$ cat src/rtl/squeeze_ctrl_pkg.sv
// -----------------------------------------------------------------------------
// squeeze_ctrl_pkg
// Shared definitions for the squeeze kernel write path.
//   - Default widths for kernel RAM data/address and the repeat kernel counter.
//   - Write sequencer FSM state encoding.
// -----------------------------------------------------------------------------
package squeeze_ctrl_pkg;

  localparam int DATA_W_DEF = 64;
  localparam int ADDR_W_DEF = 12;
  localparam int CNT_W_DEF  = 16;

  typedef enum logic [1:0] {
    ST_IDLE     = 2'd0,
    ST_LOAD     = 2'd1,
    ST_REP_LOAD = 2'd2,
    ST_DONE     = 2'd3
  } seq_state_t;

endpackage

$ cat src/rtl/squeeze_pingpong_tracker.sv
// -----------------------------------------------------------------------------
// squeeze_pingpong_tracker
// Tracks which half of the two-kernel ping-pong RAM holds a loaded kernel.
// Ports:
//   clk_i, rst_i   clock, asynchronous active-high reset
//   set_i          writer finished a kernel in half wr_half_o (flag must be clear)
//   release_i      consumer finished reading half rd_half_o
//   avail_o[1:0]   per-half "kernel loaded" flags
//   wr_half_o      half the writer fills next
//   rd_half_o      half the consumer reads next
// A release while the read half's flag is clear is ignored. A set and a
// release of different halves in the same cycle both take effect; the writer
// never sets a half whose flag is already set, so they never hit the same bit.
// -----------------------------------------------------------------------------
module squeeze_pingpong_tracker (
  input  logic       clk_i,
  input  logic       rst_i,
  input  logic       set_i,
  input  logic       release_i,
  output logic [1:0] avail_o,
  output logic       wr_half_o,
  output logic       rd_half_o
);

  logic       rel_ok;
  logic [1:0] avail_nxt;

  always_comb begin
    rel_ok    = release_i & avail_o[rd_half_o];
    avail_nxt = avail_o;
    if (rel_ok) avail_nxt[rd_half_o] = 1'b0;
    if (set_i)  avail_nxt[wr_half_o] = 1'b1;
  end

  always_ff @(posedge clk_i or posedge rst_i) begin
    if (rst_i) begin
      avail_o   <= 2'b00;
      wr_half_o <= 1'b0;
      rd_half_o <= 1'b0;
    end else begin
      avail_o <= avail_nxt;
      if (set_i)  wr_half_o <= ~wr_half_o;
      if (rel_ok) rd_half_o <= ~rd_half_o;
    end
  end

endmodule

$ cat src/rtl/squeeze_ker_wr_sequencer.sv
// -----------------------------------------------------------------------------
// squeeze_ker_wr_sequencer
// Streams squeeze-kernel weight words from the DDR loader into kernel RAM.
//   LOAD     : whole fire, addresses 0..fire limit, layer_end_o per kernel.
//   REP_LOAD : RAM used as a two-kernel ping-pong; addresses wrap at the pair
//              limit; writer stalls while the target half is still loaded.
// Ports:
//   clk_i, rst_i                  clock, asynchronous active-high reset
//   start_i                       pulse in IDLE: latch config, begin fire
//   repeat_en_i, *_lim_i,
//   tot_rep_ker_i                 per-fire config (sampled on start only)
//   din_valid_i/din_i/din_ready_o loader word stream
//   ker_wr_en_o/addr_o/data_o     registered RAM write port
//   ker_avail_o, ker_release_i    ping-pong flags / consumer release
//   layer_end_o                   pulse with the last word of each kernel
//   busy_o, done_o                fire active / one-cycle completion
//   dbg_state_o                   current FSM state
//   stall_cnt_o                   present only with SQU_KER_WR_STALL_CNT_EN
// Handshake: a word transfers on a rising edge where din_valid_i and
// din_ready_o are both high; its RAM write appears on the outputs after that
// edge. din_ready_o depends only on registered state.
// Optional feature macro: SQU_KER_WR_STALL_CNT_EN.
// -----------------------------------------------------------------------------
module squeeze_ker_wr_sequencer
  import squeeze_ctrl_pkg::*;
#(
  parameter int DATA_W = DATA_W_DEF,
  parameter int ADDR_W = ADDR_W_DEF,
  parameter int CNT_W  = CNT_W_DEF
) (
  input  logic              clk_i,
  input  logic              rst_i,
  input  logic              start_i,
  input  logic              repeat_en_i,
  input  logic [ADDR_W-1:0] fire_addr_lim_i,
  input  logic [5:0]        layr_addr_lim_i,
  input  logic [6:0]        rep_addr_lim_i,
  input  logic [CNT_W-1:0]  tot_rep_ker_i,
  input  logic              din_valid_i,
  input  logic [DATA_W-1:0] din_i,
  output logic              din_ready_o,
  output logic              ker_wr_en_o,
  output logic [ADDR_W-1:0] ker_wr_addr_o,
  output logic [DATA_W-1:0] ker_wr_data_o,
  output logic [1:0]        ker_avail_o,
  input  logic              ker_release_i,
  output logic              layer_end_o,
`ifdef SQU_KER_WR_STALL_CNT_EN
  output logic [31:0]       stall_cnt_o,
`endif
  output logic              busy_o,
  output logic              done_o,
  output logic [1:0]        dbg_state_o
);

  seq_state_t        state;
  logic              wr_half;
  logic              rd_half;

  logic [ADDR_W-1:0] cfg_fire_lim;
  logic [5:0]        cfg_layr_lim;
  logic [6:0]        cfg_rep_lim;
  logic [CNT_W-1:0]  cfg_tot;

  logic [ADDR_W-1:0] wr_addr;
  logic [5:0]        lay_cnt;
  logic [CNT_W-1:0]  ker_cnt;

  logic              xfer;
  logic              ker_end;
  logic              fire_end;
  logic              pair_end;
  logic              rep_last;
  logic              set_half;

  always_comb begin
    din_ready_o = (state == ST_LOAD) |
                  ((state == ST_REP_LOAD) & ~ker_avail_o[wr_half]);
    xfer        = din_valid_i & din_ready_o;
    ker_end     = (lay_cnt == cfg_layr_lim);
    fire_end    = (wr_addr == cfg_fire_lim);
    pair_end    = (wr_addr == ADDR_W'(cfg_rep_lim));
    rep_last    = ((ker_cnt + CNT_W'(1)) == cfg_tot);
    set_half    = xfer & (state == ST_REP_LOAD) & ker_end;
  end

  assign dbg_state_o = state;

  // The RAM half written is implied by the address (upper half once past the
  // kernel limit); the tracker's wr_half follows the same kernel boundaries,
  // so it is the pointer used for stall decisions.
  squeeze_pingpong_tracker u_tracker (
    .clk_i     (clk_i),
    .rst_i     (rst_i),
    .set_i     (set_half),
    .release_i (ker_release_i),
    .avail_o   (ker_avail_o),
    .wr_half_o (wr_half),
    .rd_half_o (rd_half)
  );

  always_ff @(posedge clk_i or posedge rst_i) begin
    if (rst_i) begin
      state         <= ST_IDLE;
      cfg_fire_lim  <= '0;
      cfg_layr_lim  <= '0;
      cfg_rep_lim   <= '0;
      cfg_tot       <= '0;
      wr_addr       <= '0;
      lay_cnt       <= '0;
      ker_cnt       <= '0;
      ker_wr_en_o   <= 1'b0;
      ker_wr_addr_o <= '0;
      ker_wr_data_o <= '0;
      layer_end_o   <= 1'b0;
      busy_o        <= 1'b0;
      done_o        <= 1'b0;
    end else begin
      ker_wr_en_o <= xfer;
      layer_end_o <= xfer & ker_end;
      done_o      <= 1'b0;
      if (xfer) begin
        ker_wr_addr_o <= wr_addr;
        ker_wr_data_o <= din_i;
      end

      case (state)
        ST_IDLE: begin
          if (start_i) begin
            cfg_fire_lim <= fire_addr_lim_i;
            cfg_layr_lim <= layr_addr_lim_i;
            cfg_rep_lim  <= rep_addr_lim_i;
            cfg_tot      <= tot_rep_ker_i;
            wr_addr      <= '0;
            lay_cnt      <= '0;
            ker_cnt      <= '0;
            busy_o       <= 1'b1;
            state        <= repeat_en_i ? ST_REP_LOAD : ST_LOAD;
          end
        end

        ST_LOAD: begin
          if (xfer) begin
            lay_cnt <= ker_end ? 6'd0 : lay_cnt + 6'd1;
            if (fire_end) begin
              busy_o <= 1'b0;
              done_o <= 1'b1;
              state  <= ST_DONE;
            end else begin
              wr_addr <= wr_addr + ADDR_W'(1);
            end
          end
        end

        ST_REP_LOAD: begin
          if (xfer) begin
            lay_cnt <= ker_end ? 6'd0 : lay_cnt + 6'd1;
            wr_addr <= pair_end ? '0 : wr_addr + ADDR_W'(1);
            if (ker_end) begin
              ker_cnt <= ker_cnt + CNT_W'(1);
              if (rep_last) begin
                busy_o <= 1'b0;
                done_o <= 1'b1;
                state  <= ST_DONE;
              end
            end
          end
        end

        ST_DONE: state <= ST_IDLE;

        default: state <= ST_IDLE;
      endcase
    end
  end

`ifdef SQU_KER_WR_STALL_CNT_EN
  // Cycles the loader offered a word but the ping-pong was full; saturating.
  always_ff @(posedge clk_i or posedge rst_i) begin
    if (rst_i) begin
      stall_cnt_o <= '0;
    end else if ((state == ST_IDLE) && start_i) begin
      stall_cnt_o <= '0;
    end else if ((state == ST_REP_LOAD) && din_valid_i && !din_ready_o &&
                 (stall_cnt_o != 32'hFFFF_FFFF)) begin
      stall_cnt_o <= stall_cnt_o + 32'd1;
    end
  end
`endif

endmodule

$ cat config.mk
export PLATFORM = sky130hd
export DESIGN_NAME = squeeze_ker_wr_sequencer
export DESIGN_NICKNAME = d
export VERILOG_FILES = /design/src/rtl/squeeze_ctrl_pkg.sv /design/src/rtl/squeeze_pingpong_tracker.sv /design/src/rtl/squeeze_ker_wr_sequencer.sv
export SDC_FILE = /design/constraint.sdc
export NUM_CORES = 1
export LEC_CHECK = 0
export CORE_AREA = 2 2 128 130
export DETAILED_ROUTE_END_ITERATION = 6
export DIE_AREA = 0 0 130 132
export PLACE_DENSITY = 0.82
export SETUP_SLACK_MARGIN = 0.15
export SYNTH_ARGS = -nofsm -noshare
export SYNTH_HDL_FRONTEND = slang
export SYNTH_SLANG_ARGS = --single-unit
$ cat constraint.sdc
create_clock -name clk_i -period 6.6 [get_ports clk_i]
set_input_delay 1.32 -clock clk_i [delete_from_list [all_inputs] [get_ports clk_i]]
set_output_delay 1.32 -clock clk_i [all_outputs]
set_load 0.02 [all_outputs]
==> results.sh <==
export IMPL_dp_hpwl_mm=13.8
export IMPL_drt_iter0_markers=321
export IMPL_synthMuxAreaShare=0.180
export IMPL_finalPower_mw=4.58
export IMPL_power_share_clock=0.207
export IMPL_synthTopCellsByArea="dfrtp_1 (53%), mux2_2 (17%), xnor2_1 (3.5%)"
export IMPL_drive_above_1_share=0.202
export IMPL_seqPwrFrac=0.355
export IMPL_ys_async_sr_fraction=1.00
export IMPL_slew_headroom=0.223
export IMPL_reg2reg_depth=9
export IMPL_worstHoldPathType="reg -> reg"
export IMPL_ant_nets=0
export IMPL_synth_most_common_cell="dfrtp_1"
export IMPL_cts_buffer_depth=2
export IMPL_viasPerCell=5.49
export IMPL_crit_required_ps=5280
export IMPL_cts_root_buf="clkbuf_16"
export IMPL_cts_made_buffers=17
export IMPL_cp_endpoint="din_ready_o"
export IMPL_wirelength_mm=19.3
export IMPL_post_route_period_util=0.555
export IMPL_met3_usage=0.0905
export IMPL_start_util=0.481
export IMPL_yosys_area_share_simple=0.114
export IMPL_dieArea_um2=17200
export IMPL_synth_top_cell_area_share=0.533
export IMPL_synth_xor_area_frac=0.0498
export IMPL_final_setup_viol_count=0
export IMPL_synthesis_instances=625
export IMPL_cts_resized=0
export IMPL_num_antenna_cells=0
export IMPL_p_int_mw=2.89
export IMPL_worstSkewPairLatency_ps=430
export IMPL_r2r_end="u_tracker.wr_half_o"
export IMPL_yosysUniqueCellTypes=56
export IMPL_synth_area_um2=7560
export IMPL_seq_area_frac_synth=0.533
export IMPL_start_kind="register"
export IMPL_htree_levels=4
export IMPL_use_met2=0.396
export IMPL_final_util=0.651
export IMPL_grt_max_degree=118
export IMPL_antenna_found_initial=0
export IMPL_synth_adder_area_share=0.0116
export IMPL_placeableCoreArea_um2=15700
export IMPL_synthTopCellsByCount="dfrtp_1 (161), mux2_2 (117), o21ai_0 (38)"
export IMPL_ys_ff_latch=161
export IMPL_arrival_ps=2340
export IMPL_firstDrtPassIters=5
export IMPL_routedWlPerCell_um=18.6
export IMPL_synth_compound_area_frac=0.0829
export IMPL_status="finished, final reports clean"
export IMPL_reg2reg_slack_ps=3420
export IMPL_pwr_density_cell_nw_per_um2=448
export IMPL_swShare=0.370
export IMPL_rows=46
export IMPL_drv_slew=0
export IMPL_area_delta_synth_final_pct=35.2
export IMPL_syn_area_per_cell_um2=12.1
export IMPL_grt_util_all_layers=0.236
export IMPL_maxCapViolations=0
export IMPL_hold_buffers=0
export IMPL_portBuffers=195
export IMPL_place_congestion=0.885
export IMPL_vdd_drop_max_v=0.000336
export IMPL_ys_warn_count=0
export IMPL_num_vias=5691
export IMPL_grt_pass1_vias=6023
export IMPL_power_switching_mw=1.69
export IMPL_path_clk_slew_ps=70
export IMPL_finalSetupTns_ps=0
export IMPL_synth_top_cell_by_area="dfrtp_1"
export IMPL_cts_sinks=161
export IMPL_grt_use_met1=0.278
export IMPL_grt_pass1_wl_mm=31.7
export IMPL_die_y_um=132
export IMPL_synth_nets=743
export IMPL_tightest_slew_ps=1160
export IMPL_fin_skew_ps=11.9
export IMPL_cts_setup_buffers=0
export IMPL_ys_flop_type="dfrtp_1"
export IMPL_die_w_um=130
export IMPL_grt_overflow=0
export IMPL_grt_most_used_layer="met2"
export IMPL_path_max_fanout=15
export IMPL_combPwrFrac=0.438
export IMPL_r2r_start="dbg_state_o[0]"
export IMPL_endpoint_kind="primary output"
export IMPL_synth_top_family_by_area="multiplexers"
export IMPL_period_needed_ps=3660
export IMPL_worst_setup_path_type="reg -> out"
export IMPL_p_leak_nw=4.27
export IMPL_synth_edf_count=0
export IMPL_cts_tree="yes"
export IMPL_max_freq_ghz=0.273
export IMPL_finalNetCount=926
export IMPL_io_pin_count=196
export IMPL_rsz0062_at_grt="false"
export IMPL_hold_viol_final=0
export IMPL_crit_path_start="dbg_state_o[0]"
export IMPL_route_detailed_drc=0
flip-flops by register name (all words and copies together) (netlist names):
register and count:
busy_o 1, ker_wr_data_o 64, cfg_fire_lim 12, dbg_state_o 2, cfg_rep_lim 7, ker_cnt 16, u_tracker.avail_o 2, ker_wr_en_o 1
ker_wr_addr_o 12, cfg_layr_lim 6, done_o 1, u_tracker.rd_half_o 1, u_tracker.wr_half_o 1, cfg_tot 16, layer_end_o 1, wr_addr 12
lay_cnt 6
power groups by stage:
stage / sequential (mW) / clock, mW / combinational (mW)
3_3_place_gp: 1.62 / 0 / 1.94
4_1_cts: 1.63 / 0.967 / 2.02
2_1_floorplan: 1.85 / 0 / 0.991
6_report: 1.63 / 0.951 / 2.01
3_5_place_dp: 1.63 / 0 / 2.01
5_1_grt: 1.68 / 1.01 / 2.15
critical path: stages (launching register included):
cell and delay (ps):
dfrtp_1 460, inv_1 120, ha_1 450, a21oi_1 170, inv_1 100, clkdlybuf4s50_1 600
final cells by class:
type	count	area (um2)
Multi-Input combinational cell	415	3310
Tap cell	216	270
Fill cell	1138	5490
Timing Repair Buffer	198	1970
Clock buffer	17	425
Inverter	15	61.3
Clock inverter	15	146
Sequential cell	161	4030
metrics by stage:
stage / worst slack [ps] / cells / hold WS [ps] / area [um2]
final: 2940 / 1037 / 507 / 10200
after global routing: 2790 / 1037 / 528 / 10200
after CTS: 2930 / 1037 / 510 / 10200
after detailed placement: 2830 / 1005 / 495 / 9650
after global placement: 2930 / 1005 / 488 / 9650
after floorplan: 932 / 625 / 467 / 7560
worst min path at each step:
stage                 startpoint           endpoint  slack (ps)  cells past startpoint
3_5_place_dp    ker_wr_addr_o[7]   ker_wr_addr_o[7]         490                      1
3_3_place_gp          lay_cnt[5]         lay_cnt[5]         490                      1
4_1_cts               lay_cnt[5]         lay_cnt[5]         510                      1
5_1_grt        ker_wr_data_o[51]  ker_wr_data_o[51]         530                      1
2_1_floorplan         lay_cnt[5]         lay_cnt[5]         470                      1
6_report       ker_wr_data_o[16]  ker_wr_data_o[16]         510                      1
logic make-up after synthesis:
kind of cell,after synthesis
adder cells (fa/ha/maj),7
multiplexers,121
AO/OA/AOI/OAI,98
flip-flops,161
AND/OR/NAND/NOR,146
XOR/XNOR,43
buffers and inverters,49
layout by cell type (no fill, tap or decap), types with 4 or more instances in the layout:
master	instances
o31ai_1	10
o21ai_0	38
o211ai_1	4
mux2_2	117
o21ai_1	10
nand2b_1	10
xor2_1	13
dfrtp_1	161
nand2_1	27
nor2_1	19
a21oi_1	14
and4_1	4
and3_1	11
nor4_1	4
nand4_1	9
a22o_1	5
o41ai_1	5
inv_1	12
ha_1	7
clkdlybuf4s50_1	195
nor3_1	11
or3_1	4
nand3_1	19
inv_6	5
nor2b_1	9
xnor2_1	30
clkbuf_16	17
routing by layer:
layer | wire [um] | share of wire | vias to the layer above
met5 | 0 | 0 | -
met3 | 1760 | 0.091 | 38
met2 | 9770 | 0.51 | 226
li1 | - | - | 2606
met1 | 7360 | 0.38 | 2821
met4 | 445 | 0.023 | 0
Power figures use the tool's default switching activity.
